==> src/rtl/simeck_pkg.sv <==
// Shared definitions for the Simeck datapath: rotate directions, the
// supported word widths and the rotate-amount normalisation helper that the
// rotator and the key schedule both use.
package simeck_pkg;

   localparam logic ROT_LEFT  = 1'b0;
   localparam logic ROT_RIGHT = 1'b1;

   localparam int W16 = 16;
   localparam int W24 = 24;
   localparam int W32 = 32;

   // Reduce a rotate amount mod datw and express it as an equivalent left
   // rotate in [0, datw), so a right rotate by r becomes a left rotate by datw-r.
   function automatic int unsigned rot_left_amt(input int unsigned amt,
                                                input logic        dir,
                                                input int unsigned datw);
      int unsigned a;
      a = amt % datw;
      if ((dir == ROT_RIGHT) && (a != 32'd0)) begin
         a = datw - a;
      end else begin
         a = a;
      end
      return a;
   endfunction

endpackage

==> src/rtl/rot_lvl.sv <==
// One rotator level: a registered conditional left rotate by the constant
// 2^K, selected by bit K of the normalised amount, with its own valid bit and
// elastic (bubble-collapsing) load enable.
module rot_lvl
   import simeck_pkg::*;
#(
   parameter int DATAW = W16,
   parameter int TAGW  = 4,
   parameter int LVLS  = 4,
   parameter int K     = 0
) (
   input  logic             clk,
   input  logic             rst,
   input  logic             up_valid,
   input  logic [DATAW-1:0] up_data,
   input  logic [LVLS-1:0]  up_amt,
   input  logic [TAGW-1:0]  up_tag,
   input  logic             dn_ready,
   output logic             dn_valid,
   output logic [DATAW-1:0] dn_data,
   output logic [LVLS-1:0]  dn_amt,
   output logic [TAGW-1:0]  dn_tag
);

   localparam int SH = 2 ** K;

   logic             valid_r;
   logic             load_s;
   logic [DATAW-1:0] rot_s;
   logic [DATAW-1:0] data_r;
   logic [LVLS-1:0]  amt_r;
   logic [TAGW-1:0]  tag_r;

   // Load enable (empty or draining) and the conditional constant rotate.
   always_comb begin
      load_s = !valid_r || dn_ready;
      if (up_amt[K]) begin
         rot_s = (up_data << SH) | (up_data >> (DATAW - SH));
      end else begin
         rot_s = up_data;
      end
   end

   // Stage register: advance when the stage can load, capture payload only on a transfer.
   always_ff @(posedge clk) begin
      if (rst) begin
         valid_r <= 1'b0;
         data_r  <= {DATAW{1'b0}};
         amt_r   <= {LVLS{1'b0}};
         tag_r   <= {TAGW{1'b0}};
      end else if (load_s) begin
         valid_r <= up_valid;
         if (up_valid) begin
            data_r <= rot_s;
            amt_r  <= up_amt;
            tag_r  <= up_tag;
         end else begin
            data_r <= data_r;
            amt_r  <= amt_r;
            tag_r  <= tag_r;
         end
      end else begin
         valid_r <= valid_r;
      end
   end

   assign dn_valid = valid_r;
   assign dn_data  = data_r;
   assign dn_amt   = amt_r;
   assign dn_tag   = tag_r;

endmodule

==> src/rtl/rot_pipe.sv <==
// Pipelined runtime barrel rotator: stage 0 normalises the amount/direction
// to a left rotate, then LVLS levels each apply one power-of-two rotate.
// Valid/ready flow control collapses bubbles; a tag travels with each word.
module rot_pipe
   import simeck_pkg::*;
#(
   parameter  int DATAW  = W16,
   parameter  int SHAMTW = 5,
   parameter  int TAGW   = 4,
   localparam int LVLS   = $clog2(DATAW),
   localparam int OCCW   = $clog2(LVLS + 2)
) (
   input  logic              clk,
   input  logic              rst,
   input  logic              in_valid,
   output logic              in_ready,
   input  logic [DATAW-1:0]  in_data,
   input  logic [SHAMTW-1:0] in_amt,
   input  logic              in_dir,
   input  logic [TAGW-1:0]   in_tag,
   output logic              out_valid,
   input  logic              out_ready,
   output logic [DATAW-1:0]  out_data,
   output logic [TAGW-1:0]   out_tag,
   output logic [OCCW-1:0]   occupancy
);

   logic [LVLS:0]    vld_s;
   logic [LVLS+1:0]  rdy_s;
   logic [LVLS:0]    vnext_s;
   logic [DATAW-1:0] d_s [0:LVLS];
   logic [LVLS-1:0]  a_s [0:LVLS];
   logic [TAGW-1:0]  t_s [0:LVLS];
   logic [LVLS-1:0]  amt_norm_s;
   logic [OCCW-1:0]  cnt_s;
   logic [OCCW-1:0]  occ_r;
   logic             v0_r;
   logic [DATAW-1:0] d0_r;
   logic [LVLS-1:0]  a0_r;
   logic [TAGW-1:0]  t0_r;
   logic             unused_amt_s;

   assign amt_norm_s = LVLS'(rot_left_amt(32'(in_amt), in_dir, DATAW));

   // Ready chain from the output back to the input: a stage accepts when empty or draining.
   always_comb begin
      logic chain;
      rdy_s = {(LVLS + 2){1'b0}};
      chain = out_ready;
      rdy_s[LVLS+1] = chain;
      for (int k = LVLS; k >= 0; k--) begin
         chain = !vld_s[k] || chain;
         rdy_s[k] = chain;
      end
   end

   // Post-edge valid bits and their population count for the occupancy register.
   always_comb begin
      vnext_s = vld_s;
      cnt_s   = {OCCW{1'b0}};
      if (rdy_s[0]) begin
         vnext_s[0] = in_valid;
      end else begin
         vnext_s[0] = vld_s[0];
      end
      for (int k = 1; k <= LVLS; k++) begin
         if (rdy_s[k]) begin
            vnext_s[k] = vld_s[k-1];
         end else begin
            vnext_s[k] = vld_s[k];
         end
      end
      for (int k = 0; k <= LVLS; k++) begin
         cnt_s = cnt_s + OCCW'(vnext_s[k]);
      end
   end

   // Stage 0: capture the word, its tag and the normalised left amount.
   always_ff @(posedge clk) begin
      if (rst) begin
         v0_r <= 1'b0;
         d0_r <= {DATAW{1'b0}};
         a0_r <= {LVLS{1'b0}};
         t0_r <= {TAGW{1'b0}};
      end else if (rdy_s[0]) begin
         v0_r <= in_valid;
         if (in_valid) begin
            d0_r <= in_data;
            a0_r <= amt_norm_s;
            t0_r <= in_tag;
         end else begin
            d0_r <= d0_r;
            a0_r <= a0_r;
            t0_r <= t0_r;
         end
      end else begin
         v0_r <= v0_r;
      end
   end

   // Occupancy register tracks the number of valid stages after each edge.
   always_ff @(posedge clk) begin
      if (rst) begin
         occ_r <= {OCCW{1'b0}};
      end else begin
         occ_r <= cnt_s;
      end
   end

   assign vld_s[0] = v0_r;
   assign d_s[0]   = d0_r;
   assign a_s[0]   = a0_r;
   assign t_s[0]   = t0_r;

   for (genvar k = 1; k <= LVLS; k++) begin : g_lvl
      rot_lvl #(
         .DATAW (DATAW),
         .TAGW  (TAGW),
         .LVLS  (LVLS),
         .K     (k - 1)
      ) u_lvl (
         .clk      (clk),
         .rst      (rst),
         .up_valid (vld_s[k-1]),
         .up_data  (d_s[k-1]),
         .up_amt   (a_s[k-1]),
         .up_tag   (t_s[k-1]),
         .dn_ready (rdy_s[k+1]),
         .dn_valid (vld_s[k]),
         .dn_data  (d_s[k]),
         .dn_amt   (a_s[k]),
         .dn_tag   (t_s[k])
      );
   end

   // The amount is fully consumed by the last level.
   assign unused_amt_s = ^a_s[LVLS];

   assign in_ready  = rdy_s[0];
   assign out_valid = vld_s[LVLS];
   assign out_data  = d_s[LVLS];
   assign out_tag   = t_s[LVLS];
   assign occupancy = occ_r;

endmodule

==> config.mk <==
export PLATFORM = sky130hd
export DESIGN_NAME = rot_pipe
export DESIGN_NICKNAME = d
export VERILOG_FILES = /design/src/rtl/simeck_pkg.sv /design/src/rtl/rot_lvl.sv /design/src/rtl/rot_pipe.sv
export SDC_FILE = /design/constraint.sdc
export NUM_CORES = 1
export LEC_CHECK = 0
export CORE_MARGIN = 5
export CORE_UTILIZATION = 40
export CTS_BUF_LIST = sky130_fd_sc_hd__clkbuf_16
export CTS_CLUSTER_SIZE = 24
export DETAILED_ROUTE_END_ITERATION = 12
export PLACE_DENSITY = 0.7
export SKIP_LAST_GASP = 1
export SLEW_MARGIN = 10
export SYNTH_ARGS = -nofsm -noshare
export SYNTH_HDL_FRONTEND = slang
export SYNTH_HIERARCHICAL = 1
export SYNTH_SLANG_ARGS = --single-unit
==> constraint.sdc <==
create_clock -name clk -period 3.8 [get_ports clk]
set_clock_uncertainty 0.1 [all_clocks]
set_input_delay 0.76 -clock clk [delete_from_list [all_inputs] [get_ports clk]]
set_output_delay 0.76 -clock clk [all_outputs]
set_load 0.02 [all_outputs]
Word level (Yosys, flattened, before mapping)
Index checks and enable logic that the tools add are counted.

$add $sub $neg: 5. Mux-type cells: 10. Bitwise logic cells: 4. Reduce and logical (&&, ||, !) cells: 17.

Operators with widths (number): $mux 16 (4); $reduce_bool 32->1 (1); $or 16x1->16 (1); $or 16x2->16 (1); $or 16x4->16 (1); $or 16x8->16 (1); $reduce_and 2->1 (5); $add 3x1->3 (2); $logic_not 1->1 (5); $logic_or 1x1->1 (5); $mux 1 (5); $mux 4 (1); $sub 1x4->4 const A (1); $add 2x1->3 (1); $add 1x1->2 (1); $logic_and 1x1->1 (1).

Bits in registers: 124. Bits of input ports: 30. Output and inout bits: 25. Logic and storage cells: 56.

Logic depth before layout (Yosys ltp)
Gate-level depths: netlist (run 1).

Word-level depth: 11. Gate-level depth with buffers: 8. Mapped depth without buffers: 7.

Hierarchy
Netlist (run 1), hierarchy kept.

By module, submodules not included: rot_lvl (times used 4, cells each 116, area an instance 1193.6 um^2, seq. area each 500.5 um^2); rot_pipe (times used 1, cells each 138, area an instance 1252.5 um^2, seq. area each 560.5 um^2).

Worst setup path after synthesis (run 1)
Ideal clock, no wire load.

Path type: input to register. Start point: input out_ready. End point: register occ_r[1], in the netlist occupancy[1]. Library setup time: 0.118 ns. Data arrival time: 2.755 ns. Required time: 3.582 ns. Slack: 0.827 ns. Stages on the path: 7. Buffers on the path: 0. Cell sequence: and4b_4 > nand3_1 > nand2_1 > fa_1 > fa_1 > ha_1 > nor2b_1.

Word-level cells in the longest chain between the ends: 10. Elaborated cells between the ends (all ways): 14. Classes of those cells: 4 x add/sub; 5 x mux; 5 x reduce/logical.

RTL lines: start: declaration (RTL line rot_pipe.sv:22) `input logic out_ready,`; $logic_or 1x1->1 (5 in series) (RTL line rot_pipe.sv:52) `chain = !vld_s[k] || chain;`; net in_ready (RTL line rot_pipe.sv:16) `output logic in_ready,`; $mux 1 (RTL line rot_pipe.sv:61) `if (rdy_s[0]) begin`; net vnext_s[0] (RTL line rot_pipe.sv:30) `logic [LVLS:0] vnext_s;`; $add 1x1->2 (RTL line rot_pipe.sv:74) `cnt_s = cnt_s + OCCW'(vnext_s[k]);`; $add 2x1->3 (RTL line rot_pipe.sv:74); $add 3x1->3 (2 in series) (RTL line rot_pipe.sv:74); net cnt_s[1] (RTL line rot_pipe.sv:35) `logic [OCCW-1:0] cnt_s;`; end signal: assignment (RTL line rot_pipe.sv:104) `occ_r <= {OCCW{1'b0}};`; end signal: assignment (RTL line rot_pipe.sv:106) `occ_r <= cnt_s;`; end: declaration (RTL line rot_pipe.sv:36) `logic [OCCW-1:0] occ_r;`.

The timed path passes the listed nets, and every way through them passes these cells. A chain may end at the register's enable or synchronous reset.

Worst setup path in the final report (run 1)
Start point: input out_ready. End point: output in_ready.

Word-level cells in the longest chain between the ends: 5.

RTL lines (RTL line): $logic_or 1x1->1 (5 in series) (rot_pipe.sv:52); end: declaration (rot_pipe.sv:16).

Every way passes these cells.

==> results of run 1 <==
==> cell usage in the layout (no fill, tap or decap), drive strengths merged <==
master         instances
and4b                  1
nand3                 23
xnor2                  1
nand2                 44
bufinv                 2
nor2b                  5
fa                     2
nand3b                 1
a31oi                  1
a21bo                 22
inv                    9
a21o                   1
o21ai                  2
and2                   4
a21oi                114
mux2i                 65
a21boi                 1
buf                    6
clkdlybuf4s50         52
nand2b                 7
clkinv                11
a211oi                67
ha                     2
clkinvlp               1
o31ai                  1
dfxtp                118
clkbuf                17
or2b                   1
nor2                   4
==> worst max-delay path: cells and delay by family <==
kind | cells | cell delay, ps
and+or+nand+nor | 2 | 540
buffers and inverters | 2 | 1030
==> how the worst max path moves through the flow <==
stage                   start  depth (start not counted)                 endpoint
finish              out_ready                          4                 in_ready
global route        out_ready                          4                 in_ready
CTS                 out_ready                          4                 in_ready
detailed placement  out_ready                          8  occupancy[1]$_SDFF_PP0_
global placement    out_ready                          8  occupancy[1]$_SDFF_PP0_
floorplan           out_ready                          7  occupancy[1]$_SDFF_PP0_
==> flip-flops by register name, summed over array words and instances, names as in the netlist <==
register and flops:
g_lvl.u_lvl/dn_tag 16, g_lvl.u_lvl/dn_amt 6, v0_r 1, a0_r 4
occupancy 3, d0_r 16, g_lvl.u_lvl/dn_valid 4, t0_r 4
g_lvl.u_lvl/dn_data 64
==> power by group through the flow <==
stage	sequential, mW	clock (mW)	combinational (mW)
after CTS	1.33	1.50	0.248
after global routing	1.34	1.56	0.273
final	1.33	1.47	0.246
after global placement	1.36	0	0.239
after detailed placement	1.36	0	0.245
after floorplan	1.35	0	0.184
==> metrics by stage <==
step / power [mW] / instance area [sq um] / setup slack (ps)
5_1_grt: 3.173 / 6565 / 557.6
3_3_place_gp: 1.594 / 6020 / 425.9
4_1_cts: 3.083 / 6565 / 599.1
3_5_place_dp: 1.604 / 6020 / 405.3
6_report: 3.046 / 6565 / 614.2
2_1_floorplan: 1.532 / 5627 / 826.8
==> layer usage <==
| metal | wire [microns] | GRT usage, % |
|---|---|---|
| met4 | 128 | 5.188 |
| met3 | 515 | 4.649 |
| met5 | 0 | 0 |
| met2 | 4607 | 20.04 |
| met1 | 5480 | 19.33 |
==> area by class of cell <==
type / count / area (sq um)
flip-flops and latches: 118 / 2362
clock buffers: 17 / 425.4
multi-input cells: 369 / 2821
fillers: 1282 / 7262
clock inverters: 15 / 120.1
repair buffers: 58 / 578.1
well taps: 180 / 225.2
inverters: 8 / 32.53
==> flow_metrics.py, run 1 <==
metrics = {
    "worst_setup_path": {
        "r2r-end": "occupancy[1]$_SDFF_PP0_",
        "crit_required_ps": 2940,
        "crit_chain": "clkdlybuf4s50_1, and4b_4, nand3_1, clkdlybuf4s50_1",
        "cp_slowest_cell": "clkdlybuf4s50_1",
        "endpoint_kind": "output pin",
        "critPathMaxFanout": 4,
        "crit_type": "input port to output pin",
        "slowest_delay_ps": 590,
        "worstRegToRegCells": 7,
        "crit_top_cell": "clkdlybuf4s50_1",
        "cp.arrival_ps": 2330,
        "start_kind": "input port",
        "timing.rr.start": "g_lvl[4].u_lvl/dn_valid$_SDFFE_PP0P_",
        "reg2reg_slack_ps": 1260,
    },
    "cts": {
        "clk-insertion-delay-late_ps": 410,
        "tritoncts": "done",
        "clock_sinks": 118,
        "h-tree-depth": 4,
        "cts_setup_buffers": 0,
        "clk_transition_reported_paths_ps": 50,
        "clockBufferDepth": 2,
        "ctsResizeCount": 0,
        "cts_made_buffers": 17,
        "hold_buffers": 0,
        "root_buffer": "clkbuf_16",
    },
    "global_route": {
        "grt_use_total_pct": 13.91,
        "grt_pass1_wl_microns": 18970,
        "antenna_found_initial": 0,
        "grt_overflow": 0,
        "grt_pass1_vias": 3928,
        "grt_max_degree": 119,
    },
    "power_and_ir_drop": {
        "pwr-share-seq_pct": 43.8,
        "power.switching_uw": 703.6,
        "p_leak_nw": 2.109,
        "irDropWorstVdd_mv": 0.2967,
        "pwr-share-comb_pct": 8.1,
        "power.density_nw_per_um2": 464.0,
        "power_frac_clock_pct": 48.2,
        "sw_frac_of_total_pct": 23.09,
        "p_int_mw": 2.343,
    },
    "die": {
        "chipWidth_microns": 128.6,
        "die-area_sq_um": 16540,
        "core_sq_um": 13830,
        "fp.dieH_microns": 128.6,
        "io_pins": 55,
        "row_count": 43,
        "initial_core_util_pct": 40.69,
    },
    "sta": {
        "fin_crit_ps": 3186,
        "fmax_mhz": 313.9,
        "worst_slew_pin_slew_ps": 849.8,
        "setup_violations": 0,
        "rsz0062_at_grt": "no",
        "slew_viol_final": 0,
        "finalCritPeriodShare_pct": 83.84,
        "hold_viol_final": 0,
        "tns_ps": 0,
        "slew_headroom_pct": 43.27,
        "holdWs_ps": 359.5,
    },
    "layout": {
        "final_util_pct": 47.48,
        "final_layout_size_suffix_gt1_share_pct": 21.71,
        "final_cells": 765,
        "area_growth_pct": 16.68,
        "nets": 606,
        "n_antenna_cell": 0,
    },
    "hold_path": {
        "min_path_cells": 2,
        "min_path_type": "register to register",
        "hp-start": "t0_r[1]$_SDFFE_PP0P_",
        "hold_path_end": "t0_r[1]$_SDFFE_PP0P_",
    },
    "detailed_routing": {
        "drt-pass1-iter-count": 4,
        "vias_per_cell": 5.217,
        "drtIter0Drc": 300,
        "wl_per_cell_microns": 14.03,
        "finalWirelength_microns": 10730,
        "route.antenna.remaining_nets": 0,
        "vias": 3991,
        "drc": 0,
    },
    "job": {
        "cap_violations": 0,
    },
    "yosys": {
        "syn_area_sq_um": 5627,
        "synth_cells": 562,
        "synth_nets": 596,
        "ys_warn_count": 6,
        "synth_area_per_cell_sq_um": 10.01,
    },
    "placement": {
        "io_buffers": 53,
        "post-place-cells": 733,
        "gp_congestion": 0.7849,
        "dp.final_hpwl_microns": 7068,
    },
    "status": {
        "status": "finished clean",
    },
}
Power figures use the tool's default switching activity.
==> inputs of run 2 (changes only) <==
Clock period 3.8 ns to 3.25 ns, I/O delays scaled along.
==> run 2 against run 1 <==
  * Design area rose by 1.1%
  * Core utilization up 0.52 points
  * Die area did not move
  * Setup slack got worse by 400 ps
  * Clock-buffer cell count unchanged
  * Routed wire length rose by 1.1%
  * Cell count is 0.39% higher
  * Critical endpoint unchanged
  * Sequential power is 17% higher
==> flow_metrics.py, run 2 (synthesis results as in run 1) <==
metrics = {
    "placement": {
        "dp.final_hpwl_microns": 7399,
        "io_buffers": 53,
        "place_area_sq_um": 6042,
        "post-place-cells": 736,
        "gp_congestion": 0.7897,
    },
    "sta": {
        "worst_slew_pin_slew_ps": 855.4,
        "slew_headroom_pct": 42.89,
        "rsz0062_at_grt": "no",
        "slew_viol_final": 0,
        "setup_violations": 0,
        "fmax_mhz": 329.7,
        "hold_viol_final": 0,
        "fin_crit_ps": 3033,
        "tns_ps": 0,
        "finalCritPeriodShare_pct": 93.32,
    },
    "worst_setup_path": {
        "cp_slowest_cell": "clkdlybuf4s50_1",
        "worstRegToRegCells": 7,
        "timing.rr.start": "g_lvl[4].u_lvl/dn_valid$_SDFFE_PP0P_",
        "endpoint_kind": "output pin",
        "reg2reg_slack_ps": 820,
        "slowest_delay_ps": 530,
        "cp.arrival_ps": 2280,
        "start_kind": "input port",
        "critPathMaxFanout": 4,
        "cp_top_family": "buffers and inverters",
        "crit_chain": "clkdlybuf4s50_1, and4b_4, nand3_1, buf_4, clkdlybuf4s50_1",
        "crit_top_cell": "clkdlybuf4s50_1",
        "crit_type": "input port to output pin",
        "r2r-end": "occupancy[1]$_SDFF_PP0_",
        "crit_required_ps": 2500,
        "crit_buf_inv": 3,
    },
    "hold_path": {
        "hp-start": "g_lvl[2].u_lvl/dn_tag[3]$_SDFFE_PP0P_",
        "min_path_cells": 2,
        "hold_path_end": "g_lvl[3].u_lvl/dn_tag[3]$_SDFFE_PP0P_",
        "min_path_type": "register to register",
    },
    "global_route": {
        "antenna_found_initial": 0,
        "grt_max_degree": 70,
        "grt_pass1_vias": 3903,
        "grt_overflow": 0,
        "grt_pass1_wl_microns": 18920,
        "grt_use_total_pct": 13.81,
    },
    "layout": {
        "most-common-layout-cells": "dfxtp_1 (118), a21oi_1 (97), mux2i_1 (65), clkdlybuf4s50_1 (52)",
        "largest_reg_flops": 64,
        "fillers": 1249,
        "final_common_cell": "dfxtp_1",
        "finish.instance_area_sq_um": 6638,
        "nets": 609,
        "area_growth_pct": 17.97,
        "n_antenna_cell": 0,
        "final_layout_size_suffix_gt1_share_pct": 22.11,
        "final_cells": 768,
        "final_util_pct": 48.00,
    },
    "die": {
        "row_count": 43,
        "io_pins": 55,
        "core_sq_um": 13830,
        "chipWidth_microns": 128.6,
        "fp.dieH_microns": 128.6,
        "die-area_sq_um": 16540,
        "initial_core_util_pct": 40.69,
    },
    "cts": {
        "h-tree-depth": 4,
        "ctsResizeCount": 0,
        "hold_buffers": 0,
        "clock_sinks": 118,
        "clockBufferDepth": 2,
        "tritoncts": "done",
        "clk-insertion-delay-late_ps": 410,
        "clk_transition_reported_paths_ps": 50,
        "cts_setup_buffers": 0,
        "root_buffer": "clkbuf_16",
        "cts_made_buffers": 17,
    },
    "detailed_routing": {
        "route.antenna.remaining_nets": 0,
        "vias_per_cell": 5.215,
        "drc": 0,
        "drt-pass1-iter-count": 4,
        "wl_per_cell_microns": 14.13,
        "finalWirelength_microns": 10850,
        "drtIter0Drc": 276,
        "vias": 4005,
    },
    "power_and_ir_drop": {
        "irDropWorstVdd_mv": 0.4740,
        "power.density_nw_per_um2": 560.0,
        "p_leak_nw": 2.152,
    },
    "status": {
        "status": "finished clean",
    },
    "job": {
        "cap_violations": 0,
    },
}
-- run 2: cell count changes in the layout (fill, tap and decap cells not counted), sizes merged --
cell,delta
buf,+3
bufinv,+2
inv,+2
clkinv,-4
-- run 2: layer usage --
metal	part of all wire [%]	track usage, %	wire length (microns)
met3	4.8	4.317	521
met2	44	20.50	4733
met5	0	0	0
met1	51	19.47	5507
met4	0.79	3.706	86
-- run 2: through the flow --
step / worst slack [ps] / total power [mW] / hold slack [ps]
2_1_floorplan: 386.8 / 1.792 / 338.1
3_3_place_gp: 96.74 / 1.866 / 354.0
3_5_place_dp: 51.99 / 1.876 / 357.2
4_1_cts: 204.2 / 3.766 / 366.2
5_1_grt: 147.3 / 3.870 / 375.9
6_report: 217.2 / 3.717 / 364.7
-- run 2: final cells by class --
cell class	count	area [sq um]	area share, %
Multi-Input combinational cell	369	2821	42.51
Sequential cell	118	2362	35.59
Timing Repair Buffer	61	600.6	9.048
Clock buffer	17	425.4	6.409
Tap cell	180	225.2	3.393
Clock inverter	15	170.2	2.564
Inverter	8	32.53	0.4901
-- run 2: worst max-delay path by stage --
stage                                          to      start  cells after the start  slack [ps]
final                                    in_ready  out_ready                      5         220
after global routing                     in_ready  out_ready                      5         150
after global placement    occupancy[1]$_SDFF_PP0_  out_ready                      8         100
after CTS                                in_ready  out_ready                      5         200
after detailed placement  occupancy[1]$_SDFF_PP0_  out_ready                      8          50
after floorplan           occupancy[1]$_SDFF_PP0_  out_ready                      7         390
-- run 2: power breakdown --
part,switching [mW],leakage [nW],total (mW),internal (mW)
clock network,0.612,0.302,1.87,1.26
registers,0.0513,0.963,1.56,1.51
logic,0.154,0.886,0.288,0.134
total,0.818,2.15,3.72,2.90
-- run 2: worst min-delay path: stages, from the launching register on --
cell and delay (ps):
dfxtp_1 310, nand3_1 60, a21oi_1 50
